===== config.mk =====
export PLATFORM = sky130hd
export DESIGN_NAME = burst_reduce_flat
export DESIGN_NICKNAME = d
export VERILOG_FILES = /design/src/rtl/burst_reduce_if.sv /design/src/rtl/burst_reduce.sv /design/src/flat_wrapper.sv
export SDC_FILE = /design/constraint.sdc
export NUM_CORES = 1
export LEC_CHECK = 0
export ABC_AREA = 0
export CAP_MARGIN = 40
export CORE_AREA = 8 8 179 215
export DETAILED_ROUTE_END_ITERATION = 12
export DIE_AREA = 0 0 187 223
export GPL_TIMING_DRIVEN = 0
export PLACE_DENSITY = 0.47
export SYNTH_ARGS = -nofsm -noshare
export SYNTH_HDL_FRONTEND = slang
export SYNTH_SLANG_ARGS = --single-unit

===== constraint.sdc =====
create_clock -name clk -period 3.9 [get_ports clk]
set_input_delay 0.78 -clock clk [delete_from_list [all_inputs] [get_ports clk]]
set_output_delay 0.78 -clock clk [all_outputs]
set_load 0.1 [all_outputs]

===== src/rtl/burst_reduce_if.sv =====
// ---------------------------------------------------------------------------
// burst_reduce_if : din/wen/rdy/dout/done bundle for the burst reduction engine
// Revision 1.0
// ---------------------------------------------------------------------------
`default_nettype none

interface burst_reduce_if #(
  parameter int DATA_W = 32,
  parameter int LEN_W  = 8
);
  logic [DATA_W-1:0] din;
  logic              wen;
  logic              rdy;
  logic [1:0]        mode;
  logic [LEN_W-1:0]  len;
  logic [DATA_W-1:0] dout;
  logic              done;
  logic              ovf;

  modport master (output din, wen, mode, len, input rdy, dout, done, ovf);
  modport slave  (input din, wen, mode, len, output rdy, dout, done, ovf);
endinterface

`default_nettype wire


===== src/rtl/burst_reduce.sv =====
// ---------------------------------------------------------------------------
// burst_reduce : reduces a burst of N words with sum/xor/max/min, done pulse
// Optional macro BURST_REDUCE_SAT_EN makes sum mode saturate instead of wrap.
// Revision 1.0
// ---------------------------------------------------------------------------
`default_nettype none

module burst_reduce #(
  parameter int DATA_W = 32,
  parameter int LEN_W  = 8
) (
  input  wire logic     clk,
  input  wire logic     rst_n,
  burst_reduce_if.slave bus
);

  typedef enum logic [1:0] {
    S_IDLE  = 2'd0,
    S_ACCUM = 2'd1,
    S_DONE  = 2'd2
  } state_t;

  localparam logic [LEN_W:0] C_ONE     = {{LEN_W{1'b0}}, 1'b1};
  localparam logic [LEN_W:0] C_MAX_LEN = {1'b1, {LEN_W{1'b0}}};

  state_t            r_state;
  state_t            w_state_nxt;
  logic              r_live;
  logic [DATA_W-1:0] r_acc;
  logic [DATA_W-1:0] r_dout;
  logic [DATA_W-1:0] w_acc_nxt;
  logic [DATA_W:0]   w_sum;
  logic [LEN_W:0]    r_cnt;
  logic [LEN_W:0]    r_len;
  logic [LEN_W:0]    w_len_eff;
  logic [1:0]        r_mode;
  logic              r_ovf_acc;
  logic              r_ovf;
  logic              w_ovf_nxt;
  logic              w_rdy;
  logic              w_accept;
  logic              w_last;

  assign w_len_eff = (bus.len == '0) ? C_MAX_LEN : {1'b0, bus.len};
  assign w_sum     = {1'b0, r_acc} + {1'b0, bus.din};

  // Next accumulator value; the first word of a burst simply loads.
  always_comb begin
    w_acc_nxt = r_acc;
    w_ovf_nxt = r_ovf_acc;
    if (r_state == S_IDLE) begin
      w_acc_nxt = bus.din;
      w_ovf_nxt = 1'b0;
    end else begin
      case (r_mode)
        2'd0: begin
          w_ovf_nxt = r_ovf_acc | w_sum[DATA_W];
`ifdef BURST_REDUCE_SAT_EN
          w_acc_nxt = w_sum[DATA_W] ? {DATA_W{1'b1}} : w_sum[DATA_W-1:0];
`else
          w_acc_nxt = w_sum[DATA_W-1:0];
`endif
        end
        2'd1: w_acc_nxt = r_acc ^ bus.din;
        2'd2: if (bus.din > r_acc) w_acc_nxt = bus.din;
        default: if (bus.din < r_acc) w_acc_nxt = bus.din;
      endcase
    end
  end

  always_comb begin
    w_state_nxt = r_state;
    w_rdy       = 1'b0;
    w_last      = 1'b0;
    w_accept    = 1'b0;
    case (r_state)
      S_IDLE: begin
        w_rdy    = r_live;
        w_accept = bus.wen & r_live;
        w_last   = (w_len_eff == C_ONE);
        if (w_accept) w_state_nxt = w_last ? S_DONE : S_ACCUM;
      end
      S_ACCUM: begin
        w_rdy    = 1'b1;
        w_accept = bus.wen;
        w_last   = (r_cnt == r_len - C_ONE);
        if (w_accept && w_last) w_state_nxt = S_DONE;
      end
      S_DONE:  w_state_nxt = S_IDLE;
      default: w_state_nxt = S_IDLE;
    endcase
  end

  always_ff @(posedge clk or negedge rst_n) begin
    if (!rst_n) r_state <= S_IDLE;
    else        r_state <= w_state_nxt;
  end

  // r_live keeps rdy low until the first clock after reset release.
  always_ff @(posedge clk or negedge rst_n) begin
    if (!rst_n) begin
      r_live    <= 1'b0;
      r_acc     <= '0;
      r_cnt     <= '0;
      r_len     <= '0;
      r_mode    <= 2'd0;
      r_ovf_acc <= 1'b0;
      r_dout    <= '0;
      r_ovf     <= 1'b0;
    end else begin
      r_live <= 1'b1;
      if (w_accept) begin
        r_acc     <= w_acc_nxt;
        r_ovf_acc <= w_ovf_nxt;
        if (r_state == S_IDLE) begin
          r_cnt  <= C_ONE;
          r_mode <= bus.mode;
          r_len  <= w_len_eff;
        end else begin
          r_cnt <= r_cnt + C_ONE;
        end
        if (w_last) begin
          r_dout <= w_acc_nxt;
          r_ovf  <= w_ovf_nxt;
        end
      end
    end
  end

  assign bus.rdy  = w_rdy;
  assign bus.dout = r_dout;
  assign bus.done = (r_state == S_DONE);
  assign bus.ovf  = r_ovf;

endmodule

`default_nettype wire

===== src/flat_wrapper.sv =====
// flat-port wrapper written by rule: the top's interface ports become plain ports
module burst_reduce_flat 
#(
  parameter int DATA_W = 32,
  parameter int LEN_W  = 8
)
  (clk, rst_n, bus_din, bus_wen, bus_mode, bus_len, bus_rdy, bus_dout, bus_done, bus_ovf);
  burst_reduce_if #(.DATA_W(DATA_W), .LEN_W(LEN_W)) bus_i ();
  input  wire logic clk;
  input  wire logic rst_n;
  input wire logic [$bits(bus_i.din)-1:0] bus_din;
  input wire logic [$bits(bus_i.wen)-1:0] bus_wen;
  input wire logic [$bits(bus_i.mode)-1:0] bus_mode;
  input wire logic [$bits(bus_i.len)-1:0] bus_len;
  output wire logic [$bits(bus_i.rdy)-1:0] bus_rdy;
  output wire logic [$bits(bus_i.dout)-1:0] bus_dout;
  output wire logic [$bits(bus_i.done)-1:0] bus_done;
  output wire logic [$bits(bus_i.ovf)-1:0] bus_ovf;
  assign bus_i.din = bus_din;
  assign bus_i.wen = bus_wen;
  assign bus_i.mode = bus_mode;
  assign bus_i.len = bus_len;
  assign bus_rdy = bus_i.rdy;
  assign bus_dout = bus_i.dout;
  assign bus_done = bus_i.done;
  assign bus_ovf = bus_i.ovf;
  burst_reduce #(.DATA_W(DATA_W), .LEN_W(LEN_W)) u_core (.clk(clk), .rst_n(rst_n), .bus(bus_i));
endmodule

==> metrics.csv <==
stage,metric,value,unit
logic_synthesis,"Distinct cells, synth",83,
setup_path,CP Max Fanout,7,
timing,Worst-Margin Slew,0.8769,ns
logic_synthesis,register area share after synthesis,0.2801,
finish,Seq. cell area,2227,um2
logic_synthesis,Yosys reg bits,89,
timing,hold slack,0.3673,ns
route,vias per cell,5.151,
logic_synthesis,Syn Nets,1123,
setup_path,Worst Setup Start Kind,primary input,
global_route,met1 Usage GRT,0.1944,
logic_synthesis,number of enable flip-flop cells after synthesis,0,
setup_path,required time of the critical path,4.14,ns
route,DR vias,8366,
placed_design,port buffer count,79,
die,Ports,80,
clocking,Worst-path clk slew,0.07,ns
power_and_ir_drop,Lkg Pwr,4.547,nW
clocking,clock sink count,89,
placed_design,Post-Place Cells,1606,
global_route,met3 Resource Use GR,0.02359,
die,starting density of the core,0.2254,
logic_synthesis,Synth async-reset ratio,1.000,
power_and_ir_drop,Power Total,10.50,mW
timing,clk_skew,0.01308,ns
die,Cell Rows,76,
logic_synthesis,ys flop type,dfrtp_1,
power_and_ir_drop,Psw,5.683,mW
clocking,# hold bufs at CTS,0,
placed_design,RePlAce Congestion,0.9287,
power_and_ir_drop,Sw Share,0.5411,
job,max cap viols,0,
die,Die Ht,223,um
route,Detail Route Antenna Nets,0,
placed_design,Post-Place Cell Area,10210,um2
timing,Rel. slew slack,0.4154,
logic_synthesis,Yosys top cell area share,0.2801,
finish,area added between synthesis and finish,39.07,%
power_and_ir_drop,Comb power frac,0.750,
route,drt first pass iters,5,
setup_path,CP Capture Type,flip-flop,
global_route,vias in the first global route,8480,
timing,FMAX,262.1,MHz
global_route,global-route wire length before repair,52230,um
hold_path,Hold Path Class,in2async,
power_and_ir_drop,worst vdd ir,0.4112,mV
clocking,CTS tree,yes,
power_and_ir_drop,Cell Pwr Density,949.6,nW/um2
route,DRT Wirelength,34750,um
power_and_ir_drop,clock group share of total power,0.092,
run_status,status,finished clean,
clocking,Worst-Skew Late Latency,0.38,ns
logic_synthesis,YS warnings,0,
timing,final setup vio count,0,
logic_synthesis,post-synthesis cell area,7953,um2
clocking,clk buf depth,2,
route,number of remaining DRC errors,0,
die,die width,187,um
finish,fillcell total,3765,
logic_synthesis,"area leader, netlist",dfrtp_1,
power_and_ir_drop,internal power,4.819,mW
timing,RSZ-0062 raised after global routing,no,
finish,share of layout cells above drive strength 1,0.1522,
global_route,largest net degree at the start of global routing,54,
clocking,Num CTS Buffers,9,
finish,fin util,0.3135,
timing,Final period util,0.9782,
global_route,met2 Resource Use GR,0.2869,
timing,Final Slew Violations,0,
route,Starting DRT DRC Count,553,
die,CORE AREA,35280,um2
finish,Multi-input gate area,5645,um2
clocking,H-tree levels,3,
power_and_ir_drop,Sequential Power Share,0.158,
finish,"Design Area, Final",11060,um2
timing,final hold violation count,0,
logic_synthesis,synth top area cells,"dfrtp_1, ha_1, o21ai_0, a21oi_1, nand2_1",
timing,crit path time final,3.815,ns
finish,Ant. Diodes,0,
finish,Final Non-Filler Cells,1624,
die,die area,41700,um2
global_route,"Remaining Overflow, GRT",0,
finish,NumNets Final,1263,
placed_design,DP Wirelength,26840,um
route,WL/cell,21.39,um
global_route,grt peak-use layer,met2,
logic_synthesis,syn avg cell area,7.866,um2
logic_synthesis,Syn Inst Count,1011,
global_route,antenna violations before repair,0,
setup_path,kind of critical path,in2reg,
setup_path,Worst Path Arrival,4.06,ns
global_route,All-Layer GR Usage,0.1637,
clocking,CTS root buffer,clkbuf_16,
## cells in the mapped netlist (all sizes together) (5+ instances only)
cell type,n
o22ai,7
a22oi,9
a211oi,14
o31ai,14
a221oi,10
inv,66
nand4,17
clkbuf,42
a311oi,6
o221ai,5
a2111oi,6
and3,6
nor4,12
or3,13
nor3,19
mux2,18
ha,66
a22o,10
o211ai,11
nand3,28
nand2,104
a31oi,10
nor2,84
a21o,6
a21oi,88
nand2b,5
nor2b,14
buf,18
mux2i,5
xor2,12
xnor2,27
o21ai,106
dfrtp,89
## routing by layer
| metal | vias up | part of all wire |
|---|---|---|
| li1 | 3969 | - |
| met1 | 4105 | 0.42 |
| met2 | 230 | 0.49 |
| met3 | 62 | 0.043 |
| met4 | 0 | 0.045 |
| met5 | - | 0 |
## worst max-delay path, stage by stage
cell and delay [ns]:
dlygate4sd2_1 0.33, ha_2 0.38, or3_4 0.45, a2111oi_4 0.32
buf_4 0.21, nor4_2 0.07, or4_4 0.54, a21o_4 0.25
or3_1 0.36, a31oi_2 0.24, o22ai_1 0.12
## sequential cells by signal (all words and copies together), names as in the netlist
| name | count |
|---|---|
| u_core.r_len | 9 |
| u_core.r_mode | 2 |
| u_core.bus.dout | 32 |
| u_core.r_live | 1 |
| u_core.bus.ovf | 1 |
| u_core.r_cnt | 9 |
| u_core.r_ovf_acc | 1 |
| u_core.r_acc | 32 |
| u_core.r_state | 2 |
## worst paths after layout
kind,from,end,slack [ns],cells after the start
worst min register to register,u_core.bus.dout[30]$_DFFE_PN0P_,u_core.bus.dout[30]$_DFFE_PN0P_,0.48,2
worst max register to register,u_core.r_mode[0]$_DFFE_PN0P_,u_core.r_acc[18]$_DFFE_PN0P_,0.22,8
min in group clk,u_core.bus.dout[30]$_DFFE_PN0P_,u_core.bus.dout[30]$_DFFE_PN0P_,0.48,2
worst max-delay path,bus_din[8],u_core.r_acc[30]$_DFFE_PN0P_,0.09,11
max in group asynchronous,rst_n,u_core.r_acc[13]$_DFFE_PN0P_,2.88,2
worst min-delay path,rst_n,u_core.r_len[6]$_DFFE_PN0P_,0.37,1
## cells in the final DEF, fill, tap and decap left out, types with 6 or more instances in the layout
| master | synthesis | routed |
|---|---|---|
| nand2_1 | 104 | 102 |
| o21ai_0 | 100 | 97 |
| dfrtp_1 | 89 | 89 |
| a21oi_1 | 88 | 84 |
| nor2_1 | 84 | 83 |
| inv_1 | 66 | 66 |
| ha_1 | 66 | 49 |
| clkdlybuf4s50_1 | 0 | 48 |
| clkbuf_1 | 41 | 32 |
| xnor2_1 | 27 | 27 |
| nand3_1 | 28 | 27 |
| buf_8 | 1 | 21 |
| nor3_1 | 19 | 18 |
| buf_16 | 0 | 18 |
| nand4_1 | 16 | 16 |
| dlygate4sd2_1 | 0 | 16 |
| ha_4 | 0 | 15 |
| buf_4 | 3 | 14 |
| nor2b_1 | 14 | 13 |
| dlymetal6s2s_1 | 0 | 13 |
| xor2_1 | 12 | 12 |
| a211oi_1 | 14 | 12 |
| o31ai_1 | 14 | 12 |
| mux2_2 | 12 | 12 |
| or3_1 | 13 | 11 |
| o211ai_1 | 11 | 11 |
| nor4_1 | 12 | 11 |
| buf_6 | 2 | 11 |
| a22o_1 | 10 | 10 |
| a22oi_1 | 9 | 9 |
| a31oi_1 | 10 | 9 |
| clkbuf_16 | 0 | 9 |
| a221oi_1 | 9 | 7 |
| clkbuf_2 | 1 | 6 |
| o21ai_1 | 6 | 6 |
| o22ai_1 | 7 | 6 |
## repair_timing
item	in CTS	in global routing
endpoints found under the hold margin	0	0
setup buffers	1	4
pin swaps	6	11
gates resized for setup	81	56
endpoints found under the setup margin	66	59
## layout make-up
cell class	count	share of cell area
Multi-Input combinational cell	794	0.5105
Sequential cell	89	0.2014
Timing Repair Buffer	132	0.1554
Tap cell	468	0.05295
Buffer	57	0.02885
Inverter	68	0.02353
Clock buffer	10	0.02070
Clock inverter	6	0.006675
## stage by stage
stage	TNS, ns	worst slack (ns)
after floorplan	0	0.3572
after global placement	-226.00	-1.674
after detailed placement	-72.68	-1.558
after CTS	0	0.002028
after global routing	0	0.004959
final	0	0.08509
## logic make-up after synthesis
logic type,after synthesis,synth area share
AOI/OAI and AO/OA,342,0.2778
xor gates and xnor gates,39,0.04295
adders and majority gates,67,0.1064
buffers and inverters,128,0.06749
DFF,89,0.2801
muxes,23,0.03273
other,1,0.0004715
and+or+nand+nor,322,0.1921
## power by group through the flow
stage	Clock, mW	Combinational (mW)	Sequential (mW)
3_5_place_dp	0	7.34	1.67
4_1_cts	0.985	7.66	1.66
6_report	0.963	7.88	1.66
5_1_grt	1.01	8.44	1.72
2_1_floorplan	0	3.80	2.42
3_3_place_gp	0	6.66	1.66
Note: power is estimated with default switching activity, not from simulation.
